### config.mk
export PLATFORM = sky130hd
export DESIGN_NAME = otp_auth_ctrl
export DESIGN_NICKNAME = d
export VERILOG_FILES = /design/src/rtl/otp_auth_pkg.sv /design/src/rtl/otp_entry_buf.sv /design/src/rtl/otp_auth_ctrl.sv
export SDC_FILE = /design/constraint.sdc
export NUM_CORES = 1
export LEC_CHECK = 0
export CORE_UTILIZATION = 57
export CTS_BUF_LIST = sky130_fd_sc_hd__clkbuf_16
export DETAILED_ROUTE_END_ITERATION = 8
export PLACE_DENSITY = 0.86
export SYNTH_ARGS = -nofsm -noshare
export SYNTH_HDL_FRONTEND = slang
export SYNTH_HIERARCHICAL = 1
export SYNTH_SLANG_ARGS = --single-unit
export TNS_END_PERCENT = 50
### constraint.sdc
create_clock -name clk -period 3.5 [get_ports clk]
set_input_delay 0.525 -clock clk [delete_from_list [all_inputs] [get_ports clk]]
set_output_delay 0.525 -clock clk [all_outputs]
set_load 0.02 [all_outputs]
### src/rtl/otp_auth_pkg.sv
// Shared types and width helpers for the OTP authentication controller.
package otp_auth_pkg;

  typedef enum logic [2:0] {
    IDLE    = 3'd0,
    LOAD    = 3'd1,
    ENTER   = 3'd2,
    CHECK   = 3'd3,
    UNLOCK  = 3'd4,
    EXPIRED = 3'd5,
    LOCKOUT = 3'd6
  } state_e;

  // Bits needed to hold every value from 0 up to and including n.
  function automatic int cnt_w(input longint unsigned n);
    return $clog2(n + 64'd1);
  endfunction

endpackage

### src/rtl/otp_entry_buf.sv
// Keypad entry buffer: digits fill from the MSB end, count tracks how many are held.
module otp_entry_buf
  import otp_auth_pkg::*;
#(
  parameter int N_DIGITS = 4,
  parameter int DIGIT_W  = 4,
  localparam int ENT_W   = N_DIGITS * DIGIT_W,
  localparam int CNT_W   = cnt_w(N_DIGITS)
) (
  input  logic               clk,
  input  logic               reset,
  input  logic               wr,
  input  logic               clr,
  input  logic [DIGIT_W-1:0] digit,
  output logic [ENT_W-1:0]   entry,
  output logic [CNT_W-1:0]   count,
  output logic               full
);

  logic [ENT_W-1:0] entry_r, entry_n;
  logic [CNT_W-1:0] count_r, count_n;
  logic             full_s;
  int               slot_s;

  assign full_s = (count_r == CNT_W'(N_DIGITS));
  assign slot_s = N_DIGITS - 1 - int'(count_r);

  // Next buffer contents: clear wins over write, writes beyond full are dropped.
  always_comb begin
    entry_n = entry_r;
    count_n = count_r;
    if (clr) begin
      entry_n = {ENT_W{1'b0}};
      count_n = {CNT_W{1'b0}};
    end else if (wr && !full_s) begin
      entry_n[slot_s*DIGIT_W +: DIGIT_W] = digit;
      count_n = count_r + CNT_W'(1'b1);
    end else begin
      entry_n = entry_r;
      count_n = count_r;
    end
  end

  // Buffer registers.
  always_ff @(posedge clk or negedge reset) begin
    if (!reset) begin
      entry_r <= {ENT_W{1'b0}};
      count_r <= {CNT_W{1'b0}};
    end else begin
      entry_r <= entry_n;
      count_r <= count_n;
    end
  end

  assign entry = entry_r;
  assign count = count_r;
  assign full  = full_s;

endmodule

### src/rtl/otp_auth_ctrl.sv
// OTP authentication controller: loads an OTP, collects keypad digits, compares,
// counts wrong attempts and raises timed unlock / expired / lockout indications.
module otp_auth_ctrl
  import otp_auth_pkg::*;
#(
  parameter int              N_DIGITS      = 4,
  parameter int              DIGIT_W       = 4,
  parameter int              MAX_ATTEMPTS  = 3,
  parameter longint unsigned EXPIRE_CYCLES = 64'd2_500_000_000,
  parameter longint unsigned HOLD_CYCLES   = 64'd250_000_000,
  localparam int OTP_W   = N_DIGITS * DIGIT_W,
  localparam int ATT_W   = cnt_w(MAX_ATTEMPTS),
  localparam int CNT_W   = cnt_w(N_DIGITS),
  localparam int TIMER_W = cnt_w(EXPIRE_CYCLES),
  localparam int HOLD_W  = cnt_w(HOLD_CYCLES)
) (
  input  logic               clk,
  input  logic               reset,
  input  logic [OTP_W-1:0]   otp_in,
  input  logic               otp_valid,
  input  logic [DIGIT_W-1:0] key_digit,
  input  logic               key_valid,
  input  logic               key_clear,
  output logic               unlock,
  output logic               expired,
  output logic               lockout,
  output logic [ATT_W-1:0]   attempts,
  output logic [CNT_W-1:0]   entry_count,
  output logic [OTP_W-1:0]   otp,
  output logic [OTP_W-1:0]   entry_out
);

  state_e             state_r, state_n;
  logic [TIMER_W-1:0] timer_r, timer_n;
  logic [HOLD_W-1:0]  hold_r, hold_n;
  logic [OTP_W-1:0]   otp_r, otp_n;
  logic [ATT_W-1:0]   att_r, att_n;
  logic               unlock_r, unlock_n, expired_r, expired_n, lockout_r, lockout_n;
  logic               buf_wr_s, buf_clr_s, buf_full_s;
  logic [OTP_W-1:0]   buf_entry_s;
  logic [CNT_W-1:0]   buf_count_s;

  otp_entry_buf #(.N_DIGITS(N_DIGITS), .DIGIT_W(DIGIT_W)) u_buf (
    .clk   (clk),
    .reset (reset),
    .wr    (buf_wr_s),
    .clr   (buf_clr_s),
    .digit (key_digit),
    .entry (buf_entry_s),
    .count (buf_count_s),
    .full  (buf_full_s)
  );

  // Next-state and datapath control.
  always_comb begin
    state_n   = state_r;
    timer_n   = timer_r;
    hold_n    = hold_r;
    otp_n     = otp_r;
    att_n     = att_r;
    unlock_n  = unlock_r;
    expired_n = expired_r;
    lockout_n = lockout_r;
    buf_wr_s  = 1'b0;
    buf_clr_s = 1'b0;
    case (state_r)
      IDLE: begin
        timer_n   = {TIMER_W{1'b0}};
        hold_n    = {HOLD_W{1'b0}};
        otp_n     = {OTP_W{1'b0}};
        att_n     = {ATT_W{1'b0}};
        unlock_n  = 1'b0;
        expired_n = 1'b0;
        lockout_n = 1'b0;
        buf_clr_s = 1'b1;
        state_n   = LOAD;
      end
      LOAD: begin
        if (otp_valid) begin
          otp_n   = otp_in;
          timer_n = {TIMER_W{1'b0}};
          state_n = ENTER;
        end else begin
          state_n = LOAD;
        end
      end
      ENTER: begin
        // Expiry outranks any key activity in the same cycle.
        if (timer_r == TIMER_W'(EXPIRE_CYCLES - 64'd1)) begin
          expired_n = 1'b1;
          hold_n    = {HOLD_W{1'b0}};
          state_n   = EXPIRED;
        end else begin
          timer_n = timer_r + TIMER_W'(1'b1);
          if (key_clear) begin
            buf_clr_s = 1'b1;
          end else if (key_valid) begin
            buf_wr_s = 1'b1;
            if (buf_count_s == CNT_W'(N_DIGITS - 1)) begin
              state_n = CHECK;
            end else begin
              state_n = ENTER;
            end
          end else begin
            state_n = ENTER;
          end
        end
      end
      CHECK: begin
        hold_n = {HOLD_W{1'b0}};
        if (buf_full_s && (buf_entry_s == otp_r)) begin
          unlock_n = 1'b1;
          state_n  = UNLOCK;
        end else if ((att_r + ATT_W'(1'b1)) == ATT_W'(MAX_ATTEMPTS)) begin
          att_n     = ATT_W'(MAX_ATTEMPTS);
          lockout_n = 1'b1;
          state_n   = LOCKOUT;
        end else begin
          att_n     = att_r + ATT_W'(1'b1);
          buf_clr_s = 1'b1;
          state_n   = ENTER;
        end
      end
      UNLOCK, EXPIRED, LOCKOUT: begin
        if (hold_r == HOLD_W'(HOLD_CYCLES - 64'd1)) begin
          unlock_n  = 1'b0;
          expired_n = 1'b0;
          lockout_n = 1'b0;
          state_n   = IDLE;
        end else begin
          hold_n = hold_r + HOLD_W'(1'b1);
        end
      end
      default: begin
        state_n = IDLE;
      end
    endcase
  end

  // Controller state registers.
  always_ff @(posedge clk or negedge reset) begin
    if (!reset) begin
      state_r   <= IDLE;
      timer_r   <= {TIMER_W{1'b0}};
      hold_r    <= {HOLD_W{1'b0}};
      otp_r     <= {OTP_W{1'b0}};
      att_r     <= {ATT_W{1'b0}};
      unlock_r  <= 1'b0;
      expired_r <= 1'b0;
      lockout_r <= 1'b0;
    end else begin
      state_r   <= state_n;
      timer_r   <= timer_n;
      hold_r    <= hold_n;
      otp_r     <= otp_n;
      att_r     <= att_n;
      unlock_r  <= unlock_n;
      expired_r <= expired_n;
      lockout_r <= lockout_n;
    end
  end

  assign unlock      = unlock_r;
  assign expired     = expired_r;
  assign lockout     = lockout_r;
  assign attempts    = att_r;
  assign otp         = otp_r;
  assign entry_out   = buf_entry_s;
  assign entry_count = buf_count_s;

endmodule

# Word level (Yosys, flattened, before mapping)
# Cells that the tools add are included.
# classes
addsub,6
n_eq_ne,21
n_shift,2
mux,42
reduce_logical,21
# ops
operator,count
32-bit case mux with 3 select lines,1
28-bit case mux with 3 select lines,1
32-bit two-way mux,2
28-bit two-way mux,2
16-bit two-way mux,3
32-bit negation with 33-bit output,1
"4-bit by 33-bit variable shift with 16-bit output, first input constant",1
4-bit by 33-bit indexed part select with 16-bit output,1
"32-bit by 1-bit adder with 32-bit output, second input constant",1
"32-bit equality test, second input constant",1
16-bit case mux with 2 select lines,1
"28-bit by 1-bit adder with 28-bit output, second input constant",1
"28-bit equality test, second input constant",1
3-bit two-way mux,8
16-bit bitwise mux,1
16-bit equality test,1
"2-bit != test, second input constant",8
3-bit case mux with 5 select lines,1
1-bit two-way mux,14
"3-bit equality test, second input constant",4
1-bit case mux with 3 select lines,4
3-bit AND reduction,4
3-bit nonzero test,4
"3-bit by 2-bit equality test with 1-bit output, second input constant",3
other kinds (16),23
# totals
ff_bits,103
elab_cells,102

# Logic depth before layout (Yosys ltp)
# logic_depth
ltp_word,7
mapped_depth,10

# Cells and area by module
# Netlist, hierarchy kept.
# modules_own_cells
module,instances,cells_each,area_per_inst_um2,seq_area_each_um2
otp_auth_ctrl,1,486,4525.6,2102.0
otp_entry_buf,1,108,1079.8,475.5

# Worst setup path before layout
# OpenSTA, ideal clock, no wires.
# synth_timing
kind,register to register
from,register timer_r[0]
to,"register u_buf.entry_r[12], in the netlist u_buf/entry[12]"
setup_time_ps,136
arrival_ps,2358
required_ps,3364
setup_slack_ps,1006
stages_incl_launch_ff,11
path_buffers,1
cell_sequence,dfrtp_1 ha_1 and4b_1 nand3_1 nor3_1 or3_1 nor2_1 or3b_1 buf_6 o21ai_1 a21oi_1
# synth_via
elab_chain_len,5
word_cells_on_any_way,8
classes_between,eq/ne (1); mux (5); reduce/logical (2)
# synth_rtl
element,line_no,rtl
from (decl),otp_auth_ctrl.sv:34,"logic [TIMER_W-1:0] timer_r, timer_n;"
from (signal assigned),otp_auth_ctrl.sv:144,timer_r <= {TIMER_W{1'b0}};
from (signal assigned),otp_auth_ctrl.sv:153,timer_r <= timer_n;
32-bit equality test,otp_auth_ctrl.sv:89,if (timer_r == TIMER_W'(EXPIRE_CYCLES - 64'd1)) begin
1-bit two-way mux,otp_auth_ctrl.sv:89,
1-bit two-way mux,otp_auth_ctrl.sv:66,case (state_r)
via buf_wr_s,otp_auth_ctrl.sv:39,"logic buf_wr_s, buf_clr_s, buf_full_s;"
1-bit logical AND,otp_entry_buf.sv:35,end else if (wr && !full_s) begin
2-bit nonzero test (no line),--,
to (signal assigned),otp_entry_buf.sv:47,entry_r <= {ENT_W{1'b0}};
to (signal assigned),otp_entry_buf.sv:50,entry_r <= entry_n;
to (decl),otp_entry_buf.sv:20,"logic [ENT_W-1:0] entry_r, entry_n;"
# The timed path passes the listed nets, and every way through them passes these cells.
# A chain may end at the register's enable or synchronous reset.

# Worst setup path in the final report
# layout_timing
from,register timer_r[1]
to,"register u_buf.entry_r[8], in the netlist u_buf/entry[8]"
# layout_via
word_cells_on_any_way,8
classes_between,eq/ne (1); mux (5); reduce/logical (2)
# layout_lines
element,line_no
32-bit equality test (*),otp_auth_ctrl.sv:89
1-bit two-way mux (*),otp_auth_ctrl.sv:89
1-bit case mux with 3 select lines (*),otp_auth_ctrl.sv:66
via buf_clr_s,otp_auth_ctrl.sv:39
16-bit two-way mux or 2-bit nonzero test (tied branches),--
# Mark *: on every way through the listed nets, which the timed path passes. The rest lies on a longest branch.

==> flow_summary_export.csv <==
group,metric,value,unit
status,status,"finished, final reports clean",
sta,worst_pin_slew,1.02,ns
global_routing,grt_max_degree,83,
placed_design,place.gp.congestion,0.895,
global_routing,grt_pass1_wl,23.3,mm
critical_path,r2r_end,"u_buf/entry[8]",
placed_design,dp.cells,775,
synthesis,async_flop_share,100,%
clock_network,cts_setup_buffers,0,
critical_path,r2r_slack,0.53,ns
pwr,irDropWorstVdd,0.429,mV
clock_network,cts_buffers,9,
critical_path,worstSetupStartpointType,"register",
global_routing,overflow,0,
floorplanning,io_pins,65,
clock_network,clock-sinks,103,
synthesis,synth_nets,627,
sta,fin_skew,0.0120,ns
critical_path,cp.required,3.78,ns
synthesis,syn_avg_cell_area,9.44,sq um
pwr,leakage,2.75,nW
clock_network,clk_latency,0.36,ns
global_routing,antenna_found_initial,0,
detailed_routing,drc,0,
placed_design,postPlaceCellArea,6380,sq um
detailed_routing,drt-initial-drc-count,265,
cells_and_area,multi_input_comb_area,2870,sq um
clock_network,cts_resized,0,
sta,rsz0062_at_grt,"no",
floorplanning,die_h,101,um
critical_path,critPathCaptureType,"register",
sta,max_slew_margin,32.2,%
clock_network,htree_levels,3,
synthesis,synth_edf_count,0,
clock_network,clkTransAtPathRegs,0.08,ns
cells_and_area,mostFrequentLayoutCell,"dfrtp_1",
floorplanning,core_area,9370,sq um
synthesis,syn_area,5610,sq um
sta,period_share,84.8,%
floorplanning,die_w,101,um
placed_design,dp_hpwl,9.67,mm
critical_path,cp_max_fo,24,
clock_network,cts_buffer_depth,2,
critical_path,reg2regPathDepth,11,
placed_design,portBuffers,64,
critical_path,criticalPathCategory,"register to register",
clock_network,cts_tree,"done",
cells_and_area,final_cell_mix,"dfrtp_1, clkdlybuf4s50_1, nor2_1, nand2_1, o21ai_0",
pwr,power_density,647,nW/um^2
cells_and_area,ff_latch_area,2580,sq um
synthesis,synth_ff_type,"dfrtp_1",
floorplanning,std_cell_rows,35,
detailed_routing,drt-wirelength-per-cell,17.9,um
synthesis,yosysTopAreaCellShare,46.0,%
sta,setup_viol,0,
cells_and_area,finalInstanceArea,6710,sq um
synthesis,synth_cell_types,62,
detailed_routing,wl,14.1,mm
global_routing,grt_usage,29.5,%
critical_path,reg2reg_from,"timer_r[1]",
detailed_routing,vias,4882,
sta,fmax,337,MHz
synthesis,synthTopCellsByArea,"dfrtp_1, xnor2_1, o21ai_0, nor2_1, nand3_1",
detailed_routing,vias_per_cell,6.17,
sta,slew_violations,0,
global_routing,grt_pass1_vias,4876,
detailed_routing,first_pass_iters,4,
cells_and_area,drive_above_1_share,7.25,%
floorplanning,die-area,10200,sq um
floorplanning,start_util,59.8,%
synthesis,synth_cells,594,
cells_and_area,stdcell_count,791,
sta,layout_min_cycle_time,2.97,ns
flow_run,cap_violations,0,
cells_and_area,diodes,0,
cells_and_area,final_nets,690,
cells_and_area,areaGrowthSynthToFinish,19.7,%
sta,hold_viol,0,
clock_network,postCtsHoldBufs,0,
clock_network,ctsRootBufferMaster,"clkbuf_16",
synthesis,ys_seq_elements,103,
cells_and_area,fill_cells,696,
critical_path,cp.arrival,3.24,ns
synthesis,synth_area_leader_cell,"dfrtp_1",
hold_path,min_path_type,"input port to async pin",
synthesis,seq_area_frac_synth,46.0,%
synthesis,yosysWarnings,6,
detailed_routing,antenna_left,0,
sta,finalSetupTns,0,ns
-- area by class of cell --
type | count | area share [%]
sequential | 103 | 38.4
inverter | 21 | 1.17
multi-input combinational | 450 | 42.8
tap | 129 | 2.41
clock buffer | 9 | 3.36
clock inverter | 7 | 1.49
timing repair buffer | 72 | 10.4
-- worst max-delay path by stage --
stage                            to  slack (ns)  startpoint
floorplan           u_buf/entry[12]        1.01  timer_r[0]
global placement    u_buf/entry[10]        0.71  timer_r[0]
detailed placement   u_buf/entry[8]        0.53  timer_r[0]
CTS                  u_buf/entry[8]        0.55  timer_r[1]
global route        u_buf/entry[10]        0.17  timer_r[0]
finish               u_buf/entry[8]        0.53  timer_r[1]
-- power breakdown --
| part | internal, mW | total, mW | switching, mW |
|---|---|---|---|
| clock | 0.581 | 1.09 | 0.511 |
| combinational | 0.668 | 1.71 | 1.04 |
| sequential | 1.34 | 1.54 | 0.204 |
| total | 2.59 | 4.34 | 1.76 |
-- critical path, stage by stage (launching register included) --
cell and delay [ns]:
dfrtp_1 0.41, ha_1 0.28, and4b_1 0.21, nand3_1 0.16
nor3_1 0.51, nor3_1 0.16, a21oi_1 0.16, o21ai_1 0.07
buf_4 0.20, nor3b_1 0.44, nand2_1 0.12, mux2i_1 0.15
-- kinds of logic (layout without fill, tap and decap cells) --
kind of cell	after synthesis	in the layout	synth area share, %
flops	103	103	46.0
mux	10	10	1.79
simple gates	267	267	26.8
fa+ha+maj	8	8	1.79
compound gates	120	120	13.6
xor+xnor	45	45	7.03
buf+inv	41	109	3.01
-- through the flow --
| stage | power (mW) | util [%] | setup slack [ns] | hold slack, ns |
|---|---|---|---|---|
| 2_1_floorplan | 2.61 | - | 1.01 | 0.229 |
| 3_3_place_gp | 3.19 | 68.1 | 0.713 | 0.497 |
| 3_5_place_dp | 3.23 | 68.1 | 0.532 | 0.526 |
| 4_1_cts | 4.33 | 71.6 | 0.552 | 0.388 |
| 5_1_grt | 4.55 | 71.6 | 0.169 | 0.437 |
| 6_report | 4.34 | 71.6 | 0.533 | 0.342 |
-- cell usage after synthesis, types with 2 or more instances --
master / count
xor2_1: 15
or4bb_1: 2
nand2b_1: 12
nor3_1: 17
o21ai_1: 9
o21ai_0: 38
a22o_1: 18
o21a_1: 3
nand3b_1: 6
buf_4: 2
nor2_1: 50
and4bb_2: 2
ha_1: 8
nand2_1: 47
or2_2: 2
and2b_1: 2
nand3_1: 36
a21o_1: 2
nor2b_1: 8
clkbuf_1: 17
mux2i_1: 10
nand4b_1: 3
xnor2_1: 30
o211ai_1: 3
a21oi_1: 32
and4_1: 6
dfrtp_1: 103
or3_1: 20
and3_1: 6
or3_2: 2
or4_1: 5
inv_1: 21
o31ai_1: 6
nor4_1: 7
nand4_1: 15
and2_1: 2
nand4_2: 2
-- state kept, by name (all words and copies together), names as in the netlist, 2 cells and up --
| name | cells |
|---|---|
| u_buf/count | 3 |
| state_r | 3 |
| attempts | 2 |
| u_buf/entry | 16 |
| hold_r | 28 |
| timer_r | 32 |
| otp | 16 |
-- layer usage --
| layer | global-route usage [%] | part of all wire (%) | up-vias |
|---|---|---|---|
| met2 | 48.4 | 49 | 220 |
| met5 | 0 | 0 | - |
| met1 | 37.9 | 41 | 2362 |
| met4 | 13.0 | 2.8 | 0 |
| li1 | - | - | 2262 |
| met3 | 6.21 | 7.2 | 38 |
(Power assumes the default switching activity.)
